File: config.mk
export PLATFORM = sky130hd
export DESIGN_NAME = excp_ctrl
export DESIGN_NICKNAME = d
export VERILOG_FILES = /design/src/rtl/excp_pkg.sv /design/src/rtl/excp_prio_enc.sv /design/src/rtl/excp_ctrl.sv
export SDC_FILE = /design/constraint.sdc
export NUM_CORES = 1
export LEC_CHECK = 0
export BUFFER_PORTS_ARGS = -buffer_cell sky130_fd_sc_hd__buf_2
export CAP_MARGIN = 20
export CORE_MARGIN = 1.5
export CORE_UTILIZATION = 50
export CTS_BUF_LIST = sky130_fd_sc_hd__clkbuf_8
export CTS_CLUSTER_SIZE = 12
export DETAILED_ROUTE_END_ITERATION = 16
export GPL_TIMING_DRIVEN = 1
export PLACE_DENSITY = 0.79
export RECOVER_POWER = 100
export REMOVE_ABC_BUFFERS = 1
export SYNTH_ARGS = -nofsm -noshare
export SYNTH_HDL_FRONTEND = slang
export SYNTH_SLANG_ARGS = --single-unit
File: constraint.sdc
create_clock -name clk -period 5 [get_ports clk]
set_clock_uncertainty 0.2 [all_clocks]
set_input_delay 0.25 -clock clk [delete_from_list [all_inputs] [get_ports clk]]
set_output_delay 0.25 -clock clk [all_outputs]
set_load 0.05 [all_outputs]
File: src/rtl/excp_pkg.sv
// Shared types and helpers for the exception controller.
// Codes are 1-based source indices so that 0 can stand for "no exception".
package excp_pkg;

  typedef enum logic [1:0] {
    IDLE    = 2'd0,
    REQ     = 2'd1,
    SERVICE = 2'd2
  } excpState_t;

  localparam int ExcepCode_NONE = 0;

  function automatic int unsigned idx2code(int unsigned idx);
    return idx + 1;
  endfunction

endpackage

File: src/rtl/excp_prio_enc.sv
// Lowest-index-wins priority encoder; index 0 is the highest priority.
// Purely combinational. anyVld flags that at least one bit is set.
module excp_prio_enc #(
  parameter int NUM_SRC = 8,
  parameter int IDX_W   = (NUM_SRC > 1) ? $clog2(NUM_SRC) : 1
) (
  input  logic [NUM_SRC-1:0] vec,
  output logic [IDX_W-1:0]   idx,
  output logic               anyVld
);

  // Scan from the top down so the lowest set index is the last one written.
  always_comb begin
    idx    = '0;
    anyVld = 1'b0;
    for (int i = NUM_SRC - 1; i >= 0; i--) begin
      if (vec[i]) begin
        idx    = IDX_W'(i);
        anyVld = 1'b1;
      end
    end
  end

endmodule

File: src/rtl/excp_ctrl.sv
// Exception controller: per-source pending/overrun tracking, priority pick
// of the enabled events, and a req/ack then done service handshake.
//
// state   | meaning
// IDLE    | nothing in service; picks the next eligible source
// REQ     | req high, waiting for the core to ack the latched source
// SERVICE | trap taken, waiting for the handler return (done)
module excp_ctrl
  import excp_pkg::*;
#(
  parameter int                 NUM_SRC  = 8,
  parameter int                 CODE_W   = 4,
  parameter logic [NUM_SRC-1:0] NMI_MASK = NUM_SRC'(1)
) (
  input  logic               clk,
  input  logic               rst,
  input  logic [NUM_SRC-1:0] srcVld,
  input  logic [NUM_SRC-1:0] srcMask,
  input  logic               ack,
  input  logic               done,
  input  logic               ovrClr,
  output logic               req,
  output logic [CODE_W-1:0]  excepCode,
  output logic [NUM_SRC-1:0] pending,
  output logic [NUM_SRC-1:0] overrun,
  output logic               busy
);

  localparam int IDX_W = (NUM_SRC > 1) ? $clog2(NUM_SRC) : 1;

  excpState_t         state;
  logic [IDX_W-1:0]   sel;
  logic [NUM_SRC-1:0] elig;
  logic [NUM_SRC-1:0] clrVec;
  logic [NUM_SRC-1:0] ovrSet;
  logic [IDX_W-1:0]   encIdx;
  logic               encAny;

  // A source firing in the same cycle its pending bit is acked is a fresh
  // event, not an overrun, and it re-arms pending.
  always_comb begin
    elig   = (pending | srcVld) & (srcMask | NMI_MASK);
    clrVec = '0;
    if (state == REQ && ack) clrVec[sel] = 1'b1;
    ovrSet = srcVld & pending & ~clrVec;
  end

  excp_prio_enc #(
    .NUM_SRC (NUM_SRC),
    .IDX_W   (IDX_W)
  ) u_prioEnc (
    .vec    (elig),
    .idx    (encIdx),
    .anyVld (encAny)
  );

  always_ff @(posedge clk or negedge rst) begin
    if (!rst) begin
      pending <= '0;
      overrun <= '0;
    end else begin
      pending <= (pending & ~clrVec) | srcVld;
      overrun <= ovrClr ? ovrSet : (overrun | ovrSet);
    end
  end

  // Outputs are registered alongside the state so nothing depends
  // combinationally on the inputs.
  always_ff @(posedge clk or negedge rst) begin
    if (!rst) begin
      state     <= IDLE;
      sel       <= '0;
      req       <= 1'b0;
      busy      <= 1'b0;
      excepCode <= CODE_W'(ExcepCode_NONE);
    end else begin
      case (state)
        IDLE: begin
          if (encAny) begin
            state     <= REQ;
            sel       <= encIdx;
            req       <= 1'b1;
            busy      <= 1'b1;
            excepCode <= CODE_W'(idx2code(32'(encIdx)));
          end
        end
        REQ: begin
          if (ack) begin
            state <= SERVICE;
            req   <= 1'b0;
          end
        end
        SERVICE: begin
          if (done) begin
            state     <= IDLE;
            busy      <= 1'b0;
            excepCode <= CODE_W'(ExcepCode_NONE);
          end
        end
        default: begin
          state     <= IDLE;
          req       <= 1'b0;
          busy      <= 1'b0;
          excepCode <= CODE_W'(ExcepCode_NONE);
        end
      endcase
    end
  end

endmodule

* Word-level counts from Yosys, hierarchy flattened
Cells that the tools add are included.
Word-level totals: bits in registers 27, input port bits 21, output and inout bits 22
Operators by class: $add $sub $neg 1, order comparisons 2, eq/ne operators 5, muxes and demuxes 32, bitwise gates (word level) 10, reductions and logical operators 7
Operator list (number):
- $and 8x8->8 | 4
- $mux 3 | 8
- $or 8x8->8 | 3
- $mux 8 | 2
- $mux 1 | 12
- $pmux 4 s3 | 1
- $reduce_and 3->1 | 3
- $mux 4 | 2
- $not 8->8 | 1
- $mux 2 | 3
- $ne 2x2->1 const B | 3
- $pmux 1 s3 | 2
- $pmux 2 s3 | 1
- $add 3x1->4 const B | 1
- $lt 3x4->1 const B | 1
- $demux 1 s3 | 1
- $ge 3x1->1 const B | 1
- $eq 2x1->1 const B | 1
- $eq 2x2->1 const B | 1
- $logic_and 1x1->1 | 2
- $logic_not 2->1 | 1
- $not 1->1 | 2
- $reduce_and 2->1 | 1

* Logic depth before layout (Yosys ltp)
Gate-level depths: netlist (run 1).
word-level depth 13, gate-level depth with buffers 6

* Modules after synthesis
A second synthesis (run 1) with hierarchy kept.
Second synthesis, totals: cell total of the unflattened synthesis 131, area, all modules 1328.8 um2
By module, submodules not included:
- excp_ctrl | times used 1, cells an instance 118, area an instance 1248.7 um2
- excp_prio_enc | times used 1, cells an instance 13, area an instance 80.1 um2

* Worst setup path before layout (run 1)
OpenSTA, ideal clock, no wires.
path type reg-to-reg, start point reg pending[4], end point reg sel[0], data arrival time 1.579 ns, data required time 4.672 ns, path slack 3.093 ns, stages on the path, launching flop included 5, period minus slack after synthesis 1.907 ns, cell sequence dfrtp_1 > o21ai_1 > nand4_4 > o21ai_2 > mux2_1
Between the ends: cells in the longest elaborated chain, start to end 8, elaborated cells on any way between the ends 13, those cells by class mux (10); bitwise (2); reduce/logical (1)
RTL lines:
- from (decl) | line excp_ctrl.sv:24 | output logic [NUM_SRC-1:0] pending,
- from (signal assigned) | line excp_ctrl.sv:62 | pending <= (pending & ~clrVec) | srcVld;
- $or 8x8->8 * | line excp_ctrl.sv:42 | elig = (pending | srcVld) & (srcMask | NMI_MASK);
- $and 8x8->8 * | line excp_ctrl.sv:42
- $mux 1 (5 in series) | line excp_prio_enc.sv:17 | if (vec[i]) begin
- $reduce_and 2->1 (no source line)
- to (signal assigned) | line excp_ctrl.sv:81 | sel <= encIdx;
- to (decl) | line excp_ctrl.sv:32 | logic [IDX_W-1:0] sel;
Every way passes the cells marked *; elsewhere a longest branch is shown, timed or not. A chain may end at the register's enable or synchronous reset.

* Final worst setup path (run 1)
start point reg pending[6], end point reg excepCode[1]
Between the ends: cells in the longest elaborated chain, start to end 12, elaborated cells on any way between the ends 21, those cells by class add/sub (1); eq/ne (1); mux (16); bitwise (2); reduce/logical (1)
RTL lines:
- $or 8x8->8 * | line excp_ctrl.sv:42
- $and 8x8->8 * | line excp_ctrl.sv:42
- $mux 3 (7 in series) | line excp_prio_enc.sv:17
- $add 3x1->4 | line excp_pkg.sv:14 | return idx + 1;
- $mux 4 | line excp_ctrl.sv:79 | if (encAny) begin
- $pmux 4 s3 | line excp_ctrl.sv:77 | case (state)
- to (signal assigned) | line excp_ctrl.sv:75 | excepCode <= CODE_W'(ExcepCode_NONE);
- to (signal assigned) | line excp_ctrl.sv:84 | excepCode <= CODE_W'(idx2code(32'(encIdx)));
- to (signal assigned) | line excp_ctrl.sv:97 | excepCode <= CODE_W'(ExcepCode_NONE);
- to (decl) | line excp_ctrl.sv:23 | output logic [CODE_W-1:0] excepCode,
Every way passes the cells marked *; elsewhere a longest branch is shown, timed or not. The select of a mux whose other input is x is not followed.

==> metrics.txt, run 1 <==
status=finished, final reports clean; GRT Residual Overflow=0; DR vias/cell=5.40; Initial Utilization=0.539; most frequent cells in the layout=dfrtp_1, clkbuf_1, nand2_1; fin crit period=roughly 2.4 ns; initial antenna violation count=0; GP Congestion=approximately 0.81; VDD IR-drop max=a little over 0.0003 V; port buffer count=41; Worst Path Required=4.99 ns; share of layout cells above drive strength 1=0.177; Final setup violation count=0; clk_lat worst skew=0.27 ns; IO Pins=43; largest net degree at the start of global routing=28; Slew Limit Fails=0; initial drt markers=7; Static Leakage=0.691 nW; GRT Util Overall=0.227; max_cap viols=0; global-route wire length before repair=4770 um; WL final=2890 um; mapped cell area=1360 sq um; HP Class=in2reg; Slew @ Worst Pin=1.44 ns; HPWL Detailed=2290 um; Die Ht=55.1 um; Area growth syn-to-layout=16.2%; CP Capture Type=flip-flop; First-pass DRT Iterations=4; most common cell after layout, fill and taps aside=dfrtp_1; diode count=0; setup TNS=0 ns; syn avg cell area=10.4 sq um; DR vias=approximately 1100; routed length on met2=1520 um; chip width=55.1 um; post-DR wirelength/cell=14.1 um; #FFs+latches synth=27; TritonCTS clock tree=done; Root Driver=clkbuf_8; Die ar.=approximately 3000 sq um; # DRC=0; met3 WL=roughly 94 um; hold violation total from the final report=0; Synth Warn #=0; PwrDens=approximately 430 nW/um^2; nets=197; max layer used=met4; sequential fraction of the synthesis area=0.497; RSZ-0062 raised after global routing=false; clock power share=0.172; Synth cell types=37; Seq pwr share=0.442; Std-Cell Rows=18; fillers=about 250; Placeable Area=2520 sq um; Logic pwr share=0.385; Slew headroom=0.0406; antenna viol nets, final=0; setup ws final=2.65 ns; Internal=~380 uW; Worst Path Arrival=2.35 ns; M1 WL=1220 um; H-tree depth=1; setup slack at placement=approximately 3.2 ns; number of clock sinks=27; critical path launch point type=flip-flop; worst setup path class=reg2reg; Num CTS Buffers=3; sw power=299 uW; vias in the first global route=1074; Worst-path clk slew=0.09 ns; Cells after Synth=131; switching share of total power=0.439; Achievable Freq=approximately 0.42 GHz; maximum fanout along the worst path=7; Tcrit/Tclk final=0.471; clk buf depth=2
area by class of cell:
cell class,instances,area [sq um],share of cell area
clock buffer,3,41.3,0.0261
clock inverter,1,3.75,0.00238
inverter,17,63.8,0.0404
multi-input combinational,84,562,0.356
sequential,27,676,0.428
tap,30,37.5,0.0238
timing repair buffer,43,195,0.124
layer usage:
metal,up-vias,GRT usage
met3,7,0.0349
met2,27,0.401
li1,551,-
met4,0,0.106
met1,522,0.270
met5,-,0
kinds of logic (layout without fill, tap and decap cells):
kind of cell / count (synthesis) / count (layout) / share of synthesized area
AO/OA/AOI/OAI: 45 / 45 / 0.279
AND/OR/NAND/NOR: 36 / 36 / 0.143
flip-flops: 27 / 27 / 0.497
buffers and inverters: 20 / 64 / 0.0589
multiplexers: 2 / 2 / 0.0157
XOR/XNOR: 1 / 1 / 0.00645
synth_stat cells (all sizes together):
| cell | count | area [sq um] |
|---|---|---|
| a211oi | 2 | 20.0 |
| a21boi | 1 | 7.51 |
| a21o | 1 | 7.51 |
| a21oi | 2 | 10.0 |
| a2bb2oi | 1 | 8.76 |
| buf | 3 | 16.3 |
| dfrtp | 27 | 676 |
| inv | 17 | 63.8 |
| mux2 | 1 | 11.3 |
| mux2i | 1 | 10.0 |
| nand2 | 20 | 77.6 |
| nand2b | 3 | 18.8 |
| nand3 | 1 | 5.00 |
| nand3b | 1 | 7.51 |
| nand4 | 3 | 48.8 |
| nor2 | 6 | 25.0 |
| nor3 | 1 | 5.00 |
| o2111ai | 1 | 15.0 |
| o211ai | 2 | 15.0 |
| o21a | 3 | 22.5 |
| o21ai | 18 | 154 |
| o22a | 1 | 8.76 |
| o22ai | 9 | 56.3 |
| o311ai | 1 | 26.3 |
| o31ai | 3 | 27.5 |
| or3 | 1 | 6.26 |
| xnor2 | 1 | 8.76 |
sequential cells by signal, summed over array words and instances, names as in the netlist:
signal,count
busy,1
excepCode,4
overrun,8
pending,8
req,1
sel,3
state,2
metrics by stage:
stage,cells,total power [mW],util,area [sq um],hold WS [ns]
detailed placement,199,0.596,0.628,1590,0.0881
global placement,199,0.584,0.628,1590,0.0777
floorplan,128,0.517,-,1340,-0.246
global route,205,0.725,0.626,1580,0.0114
finish,205,0.680,0.626,1580,0.0130
CTS,205,0.714,0.654,1650,0.00601
worst max-delay path, cell delays in order (launching register included):
cell and delay (ns):
dfrtp_1 0.44, o21ai_4 0.19, nand4_1 0.27, o311ai_0 0.93, a2bb2oi_1 0.14, o21ai_0 0.10
power groups by stage:
stage	combinational [mW]	sequential, mW	clock [mW]
finish	0.262	0.301	0.117
CTS	0.290	0.304	0.121
global placement	0.279	0.305	0
global route	0.286	0.309	0.129
detailed placement	0.288	0.308	0
floorplan	0.117	0.400	0
worst paths after layout:
| check | start | to | slack (ns) | cells past startpoint |
|---|---|---|---|---|
| worst max-delay path | pending[6]$_DFF_PN0_ | excepCode[1]$_DFFE_PN0P_ | 2.65 | 5 |
| worst min-delay path | srcVld[0] | pending[0]$_DFF_PN0_ | 0.01 | 3 |
| worst max register to register | pending[6]$_DFF_PN0_ | excepCode[1]$_DFFE_PN0P_ | 2.65 | 5 |
| worst min register to register | busy$_DFFE_PN0P_ | busy$_DFFE_PN0P_ | 0.29 | 2 |
| max in group asynchronous | rst | state[0]$_DFFE_PN0P_ | 3.10 | 2 |
| min in group asynchronous | rst | pending[6]$_DFF_PN0_ | 0.66 | 2 |
timing repair:
| item | 4_1_cts | 5_1_grt |
|---|---|---|
| resized for setup | 0 | 0 |
| buffers inserted | 0 | 0 |
| hold endpoints to repair | 28 | 0 |
| hold buffers | 2 | 0 |
Note: power is estimated with default switching activity, not from simulation.
==> inputs of run 2 (changes only) <==
--- a/config.mk
+++ b/config.mk
@@ -8,12 +8,12 @@
 export BUFFER_PORTS_ARGS = -buffer_cell sky130_fd_sc_hd__buf_2
 export CAP_MARGIN = 20
 export CORE_MARGIN = 1.5
-export CORE_UTILIZATION = 50
+export CORE_UTILIZATION = 47
 export CTS_BUF_LIST = sky130_fd_sc_hd__clkbuf_8
 export CTS_CLUSTER_SIZE = 12
 export DETAILED_ROUTE_END_ITERATION = 16
 export GPL_TIMING_DRIVEN = 1
-export PLACE_DENSITY = 0.79
+export PLACE_DENSITY = 0.77
 export RECOVER_POWER = 100
 export REMOVE_ABC_BUFFERS = 1
 export SYNTH_ARGS = -nofsm -noshare
==> constraint.sdc (replaced) <==
create_clock -name clk -period 2.04 [get_ports clk]
set_clock_uncertainty 0.2 [all_clocks]
set_input_delay 0.102 -clock clk [delete_from_list [all_inputs] [get_ports clk]]
set_output_delay 0.102 -clock clk [all_outputs]
set_load 0.05 [all_outputs]
==> run 2 against run 1 <==
Against the previous run: total power grew to 2.5 times the previous value; critical path depth increased by 1; combinational power grew to 2.6 times the previous value; routed wire length rose by 5.7%; global-route usage decreased by 1.8 points; clock-buffer cell count unchanged; clock power grew to 2.6 times the previous value; design area rose by 8.9%; sequential cell count stayed put; register-to-register slack got worse by 2.4 ns; via count up 6.1%.
==> metrics.txt, run 2 (synthesized netlist as in run 1, its figures left out) <==
antenna viol nets, final=0 (unchanged); final core utilization=0.623 (was 0.626); WL final=3050 um (was 2890 um); chip width=56.8 um (was 55.1 um); Fin Hold WS=0.000910 ns (was 0.0130 ns); leading registers by flop count=overrun x8, pending x8, excepCode x4 (unchanged); Hold Startpoint=srcMask[1] (was srcVld[0]); setup TNS=0 ns (unchanged); Final setup violation count=0 (unchanged); DR vias/cell=5.41 (was 5.40); Die ar.=3220 sq um (was 3040 sq um); max_cap viols=0 (unchanged); final instance area=1720 sq um (was 1580 sq um); Worst Reg-to-Reg Cells=4 (was 5); maximum fanout along the worst path=7 (unchanged); Worst Hold Path EP=sel[1]$_DFFE_PN0P_ (was pending[0]$_DFF_PN0_); RR Startpoint=pending[0]$_DFF_PN0_ (was pending[6]$_DFF_PN0_); worst setup path class=in2reg (was reg2reg); Tcrit/Tclk final=0.909; Reg2Reg Setup Slack=0.21 ns (was 2.65 ns); DR vias=1175 (was 1107); r2r endpoint=sel[0]$_DFFE_PN0P_ (was excepCode[1]$_DFFE_PN0P_); CP Capture Type=flip-flop (unchanged); Slew headroom=0.558 (was 0.0406); # DRC=0 (unchanged); Slew Limit Fails=0 (unchanged); Worst setup startpoint=srcVld[0] (was pending[6]$_DFF_PN0_); hold violation total from the final report=0 (unchanged); Achievable Freq=around 0.54 GHz; Area growth syn-to-layout=26.5% (was 16.2%); Worst Path Arrival=1.81 ns (was 2.35 ns); vias in the first global route=1226 (was 1074); DP Area=1590 sq um (about the same); First-pass DRT Iterations=5 (was 4); clk_lat worst skew=0.27 ns (about the same); status=finished, final reports clean (unchanged); Slew @ Worst Pin=0.662 ns (was 1.44 ns); post-DR wirelength/cell=14.1 um (about the same); Worst-path clk slew=0.09 ns (about the same); RSZ-0062 raised after global routing=false (unchanged); Placeable Area=2760 sq um (was 2520 sq um); PwrDens=1010 nW/um^2 (was 431 nW/um^2); Post CTS Setup Buffer Count=0 (unchanged); share of layout cells above drive strength 1=0.194 (was 0.177); Root Driver=clkbuf_8 (unchanged); initial drt markers=53 (was 7); TritonCTS clock tree=done (unchanged); critical path launch point type=input port (was flip-flop); GRT Residual Overflow=0 (unchanged); GRT Util Overall=0.209 (was 0.227); most frequent cells in the layout=dfrtp_1, clkbuf_1, nand2_1 (unchanged); global-route wire length before repair=5310 um (was 4770 um); clk buf depth=2 (unchanged); HPWL Detailed=2220 um (was 2290 um); hold path cells=4 (was 3); Static Leakage=0.744 nW (was 0.691 nW); largest net degree at the start of global routing=28 (unchanged); Initial Utilization=0.493 (was 0.539); port buffer count=41 (unchanged); initial antenna violation count=0 (unchanged); GP Congestion=0.857 (was 0.807); VDD IR-drop max=0.000845 V (was 0.000306 V); Die Ht=56.8 um (was 55.1 um); diode count=0 (unchanged); most common cell after layout, fill and taps aside=dfrtp_1 (unchanged); Worst Path Required=2.00 ns (was 4.99 ns); Std-Cell Rows=19 (was 18); H-tree depth=1 (unchanged); fin crit period=1.85 ns; Num CTS Buffers=3 (unchanged); number of clock sinks=27 (unchanged); IO Pins=43 (unchanged); nets=208 (was 197); HP Class=in2reg (unchanged)
[run 2: cell count changes in the layout (fill, tap and decap cells not counted), sizes merged]
| cell | change |
|---|---|
| dlygate4sd3 | +11 |
| clkinv | +1 |
| inv | -1 |
[run 2: cell type report]
type / count / area, sq um
clock buffer: 3 / 41.3
timing repair buffer: 54 / 307
multi-input combinational: 84 / 588
inverter: 17 / 63.8
sequential: 27 / 676
tap: 31 / 38.8
fill: 237 / 1040
clock inverter: 1 / 5.00
[run 2: timing repair]
action / 4_1_cts / 5_1_grt
hold buffers: 13 / 0
endpoints found under the hold margin: 48 / 0
endpoints found under the setup margin: 0 / 0
resized for setup: 0 / 0
[run 2: stage by stage]
stage | std cells | power (mW) | worst slack (ns)
floorplan | 128 | 1.27 | 0.133
global placement | 200 | 1.44 | 0.257
detailed placement | 200 | 1.46 | 0.188
CTS | 217 | 1.78 | 0.156
global route | 217 | 1.83 | 0.0676
finish | 217 | 1.73 | 0.185
[run 2: worst max path at each step]
stage / end / cells after the start
after floorplan: sel[0]$_DFFE_PN0P_ / 4
after global placement: sel[0]$_DFFE_PN0P_ / 4
after detailed placement: sel[0]$_DFFE_PN0P_ / 4
after CTS: sel[0]$_DFFE_PN0P_ / 6
after global routing: excepCode[1]$_DFFE_PN0P_ / 7
final: sel[0]$_DFFE_PN0P_ / 6
[run 2: where the power goes]
part	switching, mW	internal (mW)	total, mW
sequential	0.107	0.639	0.746
clock	0.169	0.137	0.306
combinational	0.490	0.186	0.676
[run 2: worst max-delay path, stage by stage]
cell	delay, ns
dlygate4sd3_1	0.53
clkbuf_1	0.11
nor2_2	0.24
nand4_4	0.20
o21ai_2	0.27
mux2_1	0.35
[run 2: layer usage]
layer	vias to the layer above	share of wire	global-route usage
li1	567	-	-
met1	565	0.43	0.267
met2	35	0.51	0.355
met3	8	0.044	0.0300
met4	0	0.018	0.0831
met5	-	0	0
==> inputs of run 3 (changes only) <==
--- a/config.mk
+++ b/config.mk
@@ -8,12 +8,12 @@
 export BUFFER_PORTS_ARGS = -buffer_cell sky130_fd_sc_hd__buf_2
 export CAP_MARGIN = 20
 export CORE_MARGIN = 1.5
-export CORE_UTILIZATION = 47
+export CORE_UTILIZATION = 50
 export CTS_BUF_LIST = sky130_fd_sc_hd__clkbuf_8
 export CTS_CLUSTER_SIZE = 12
 export DETAILED_ROUTE_END_ITERATION = 16
 export GPL_TIMING_DRIVEN = 1
-export PLACE_DENSITY = 0.77
+export PLACE_DENSITY = 0.79
 export RECOVER_POWER = 100
 export REMOVE_ABC_BUFFERS = 1
 export SYNTH_ARGS = -nofsm -noshare
==> constraint.sdc (replaced) <==
create_clock -name clk -period 2.3 [get_ports clk]
set_clock_uncertainty 0.2 [all_clocks]
set_input_delay 0.115 -clock clk [delete_from_list [all_inputs] [get_ports clk]]
set_output_delay 0.115 -clock clk [all_outputs]
set_load 0.05 [all_outputs]
==> run 3 against run 2 <==
Against the previous run: combinational power decreased by 9.3%; global-route usage rose by 1.4 points; clock power shrank 17%; clock-buffer cell count unchanged; total power shrank 12%; design area shrank 0.80%; critical path depth did not move; die area shrank 5.7%; cell count is 1.4% lower; sequential share of layout area increased by 0.32 points; first-iteration DRC count is 81% lower; critical endpoint unchanged; highest routed layer unchanged.
==> metrics.txt, run 3 (synthesized netlist as in run 1, its figures left out) <==
status=finished, final reports clean (unchanged); Slew headroom=0.0582 (was 0.558); cts repair resizes=0 (unchanged); Logic pwr share=0.401 (was 0.391); Seq pwr share=0.433 (was 0.432); Die ar.=3040 sq um (was 3220 sq um); H-tree depth=1 (unchanged); Static Leakage=0.741 nW (was 0.744 nW); diode count=0 (unchanged); final instance area=1710 sq um (was 1720 sq um); nets=206 (was 208); Worst Path Required=2.26 ns (was 2.00 ns); Placeable Area=2520 sq um (was 2760 sq um); Worst-path clk slew=0.08 ns (was 0.09 ns); fin crit period=1.96 ns; sw power=671 uW (was 766 uW); HP Class=in2reg (unchanged); M3 GR Usage=0.0403 (was 0.0300); HPWL Detailed=2160 um (was 2220 um); GP Congestion=0.806 (was 0.857); worst setup path class=in2reg (unchanged); First-pass DRT Iterations=4 (was 5); initial antenna violation count=0 (unchanged); critical path cell sequence=dlygate4sd3_1, clkbuf_1, o21ai_0, nand4_4, o21ai_2, mux2_1 (was dlygate4sd3_1, clkbuf_1, nor2_2, nand4_4, o21ai_2, mux2_1); PwrDens=896 nW/um^2 (was 1010 nW/um^2); Die Ht=55.1 um (was 56.8 um); Achievable Freq=0.510 GHz; initial drt markers=10 (was 53); Num CTS Buffers=3 (unchanged); Slew @ Worst Pin=1.41 ns (was 0.662 ns); switching share of total power=0.439 (was 0.443); IO Pins=43 (unchanged); Non-Filler Instances=214 (was 217); met2 Use GR=0.413 (was 0.355); Worst Path Arrival=1.92 ns (was 1.81 ns); Final setup violation count=0 (unchanged); WL final=2970 um (was 3050 um); GRT Util Overall=0.223 (was 0.209); Area growth syn-to-layout=25.5% (was 26.5%); share of layout cells above drive strength 1=0.185 (was 0.194); clk buf depth=2 (unchanged); GR peak layer=met2 (unchanged); WP buf/inv=2 (unchanged); largest net degree at the start of global routing=28 (unchanged); maximum fanout along the worst path=7 (unchanged); Top delay family on crit path=buffers and inverters (unchanged); max_cap viols=0 (unchanged); GRT Residual Overflow=0 (unchanged); chip width=55.1 um (was 56.8 um); global-route wire length before repair=4710 um (was 5310 um); post-DR wirelength/cell=13.9 um (was 14.1 um); port buffer count=41 (unchanged); max incr delay on CP=0.53 ns (about the same); most common cell after layout, fill and taps aside=dfrtp_1 (unchanged); DP Area=1590 sq um (about the same); Placed Cells=199 (was 200); VDD IR-drop max=0.000653 V (was 0.000845 V); setup TNS=0 ns (unchanged); hold violation total from the final report=0 (unchanged); leading registers by flop count=overrun x8, pending x8, excepCode x4 (unchanged); Root Driver=clkbuf_8 (unchanged); number of clock sinks=27 (unchanged); Std-Cell Rows=18 (was 19); most frequent cells in the layout=dfrtp_1, clkbuf_1, nand2_1 (unchanged); slowest CP cell=dlygate4sd3_1 (unchanged); antenna viol nets, final=0 (unchanged); # DRC=0 (unchanged); GR Util met1=0.247 (was 0.267); overall power=1.53 mW (was 1.73 mW); critical path launch point type=input port (unchanged); DR vias/cell=5.45 (was 5.41); final core utilization=0.676 (was 0.623); CP Capture Type=flip-flop (unchanged); TritonCTS clock tree=done (unchanged); clock power share=0.166 (was 0.177); vias in the first global route=1101 (was 1226); Slew Limit Fails=0 (unchanged); clk_lat worst skew=0.27 ns (about the same); Internal=857 uW (was 962 uW); DR vias=1167 (was 1175); RSZ-0062 raised after global routing=false (unchanged); Tcrit/Tclk final=0.853; Initial Utilization=0.539 (was 0.493)
## run 3: metrics by stage
stage | hold WS, ns | worst slack [ns]
6_report | 0.000825 | 0.339
5_1_grt | 0.0178 | 0.201
4_1_cts | 0.00351 | 0.426
3_5_place_dp | -0.0451 | 0.505
3_3_place_gp | -0.0573 | 0.523
2_1_floorplan | -0.381 | 0.393
## run 3: path summary, 6_finish.rpt
path | start | end | slack (ns) | cells after the start
max | srcVld[4] | sel[0]$_DFFE_PN0P_ | 0.34 | 6
min | done | state[1]$_DFFE_PN0P_ | 0.0008 | 4
max reg2reg | pending[4]$_DFF_PN0_ | sel[0]$_DFFE_PN0P_ | 0.40 | 4
min reg2reg | excepCode[2]$_DFFE_PN0P_ | excepCode[2]$_DFFE_PN0P_ | 0.29 | 1
max in group asynchronous | rst | sel[2]$_DFFE_PN0P_ | 0.56 | 2
min in group asynchronous | rst | overrun[6]$_DFF_PN0_ | 0.52 | 2
## run 3: tightest hold or removal path: cells and delay by family
family / cells / cell delay (ns)
buffers and inverters: 1 / 0.07
and+or+nand+nor: 2 / 0.14
AOI/OAI and AO/OA: 1 / 0.10
## run 3: final cells by class
class | count | area (sq um)
Clock buffer | 3 | 41.3
Fill cell | 206 | 817
Timing Repair Buffer | 52 | 285
Inverter | 17 | 63.8
Multi-Input combinational cell | 84 | 598
Clock inverter | 1 | 3.75
Tap cell | 30 | 37.5
Sequential cell | 27 | 676
## run 3: routing by layer
| metal | part of all wire | routed length [um] |
|---|---|---|
| met1 | 0.41 | 1220 |
| met2 | 0.54 | 1600 |
| met3 | 0.037 | 111 |
| met4 | 0.014 | 42 |
| met5 | 0 | 0 |
## run 3: power by group through the flow
stage               combinational [mW]  clock (mW)  sequential [mW]
floorplan                        0.254           0            0.869
global placement                 0.607           0            0.664
detailed placement               0.618           0            0.670
CTS                              0.639       0.263            0.661
global route                     0.668       0.282            0.676
finish                           0.613       0.254            0.662
## run 3: timing repair
item,4_1_cts,5_1_grt
buffers inserted,0,0
endpoints found under the hold margin,47,0
hold buffers,11,0
endpoints found under the setup margin,0,0
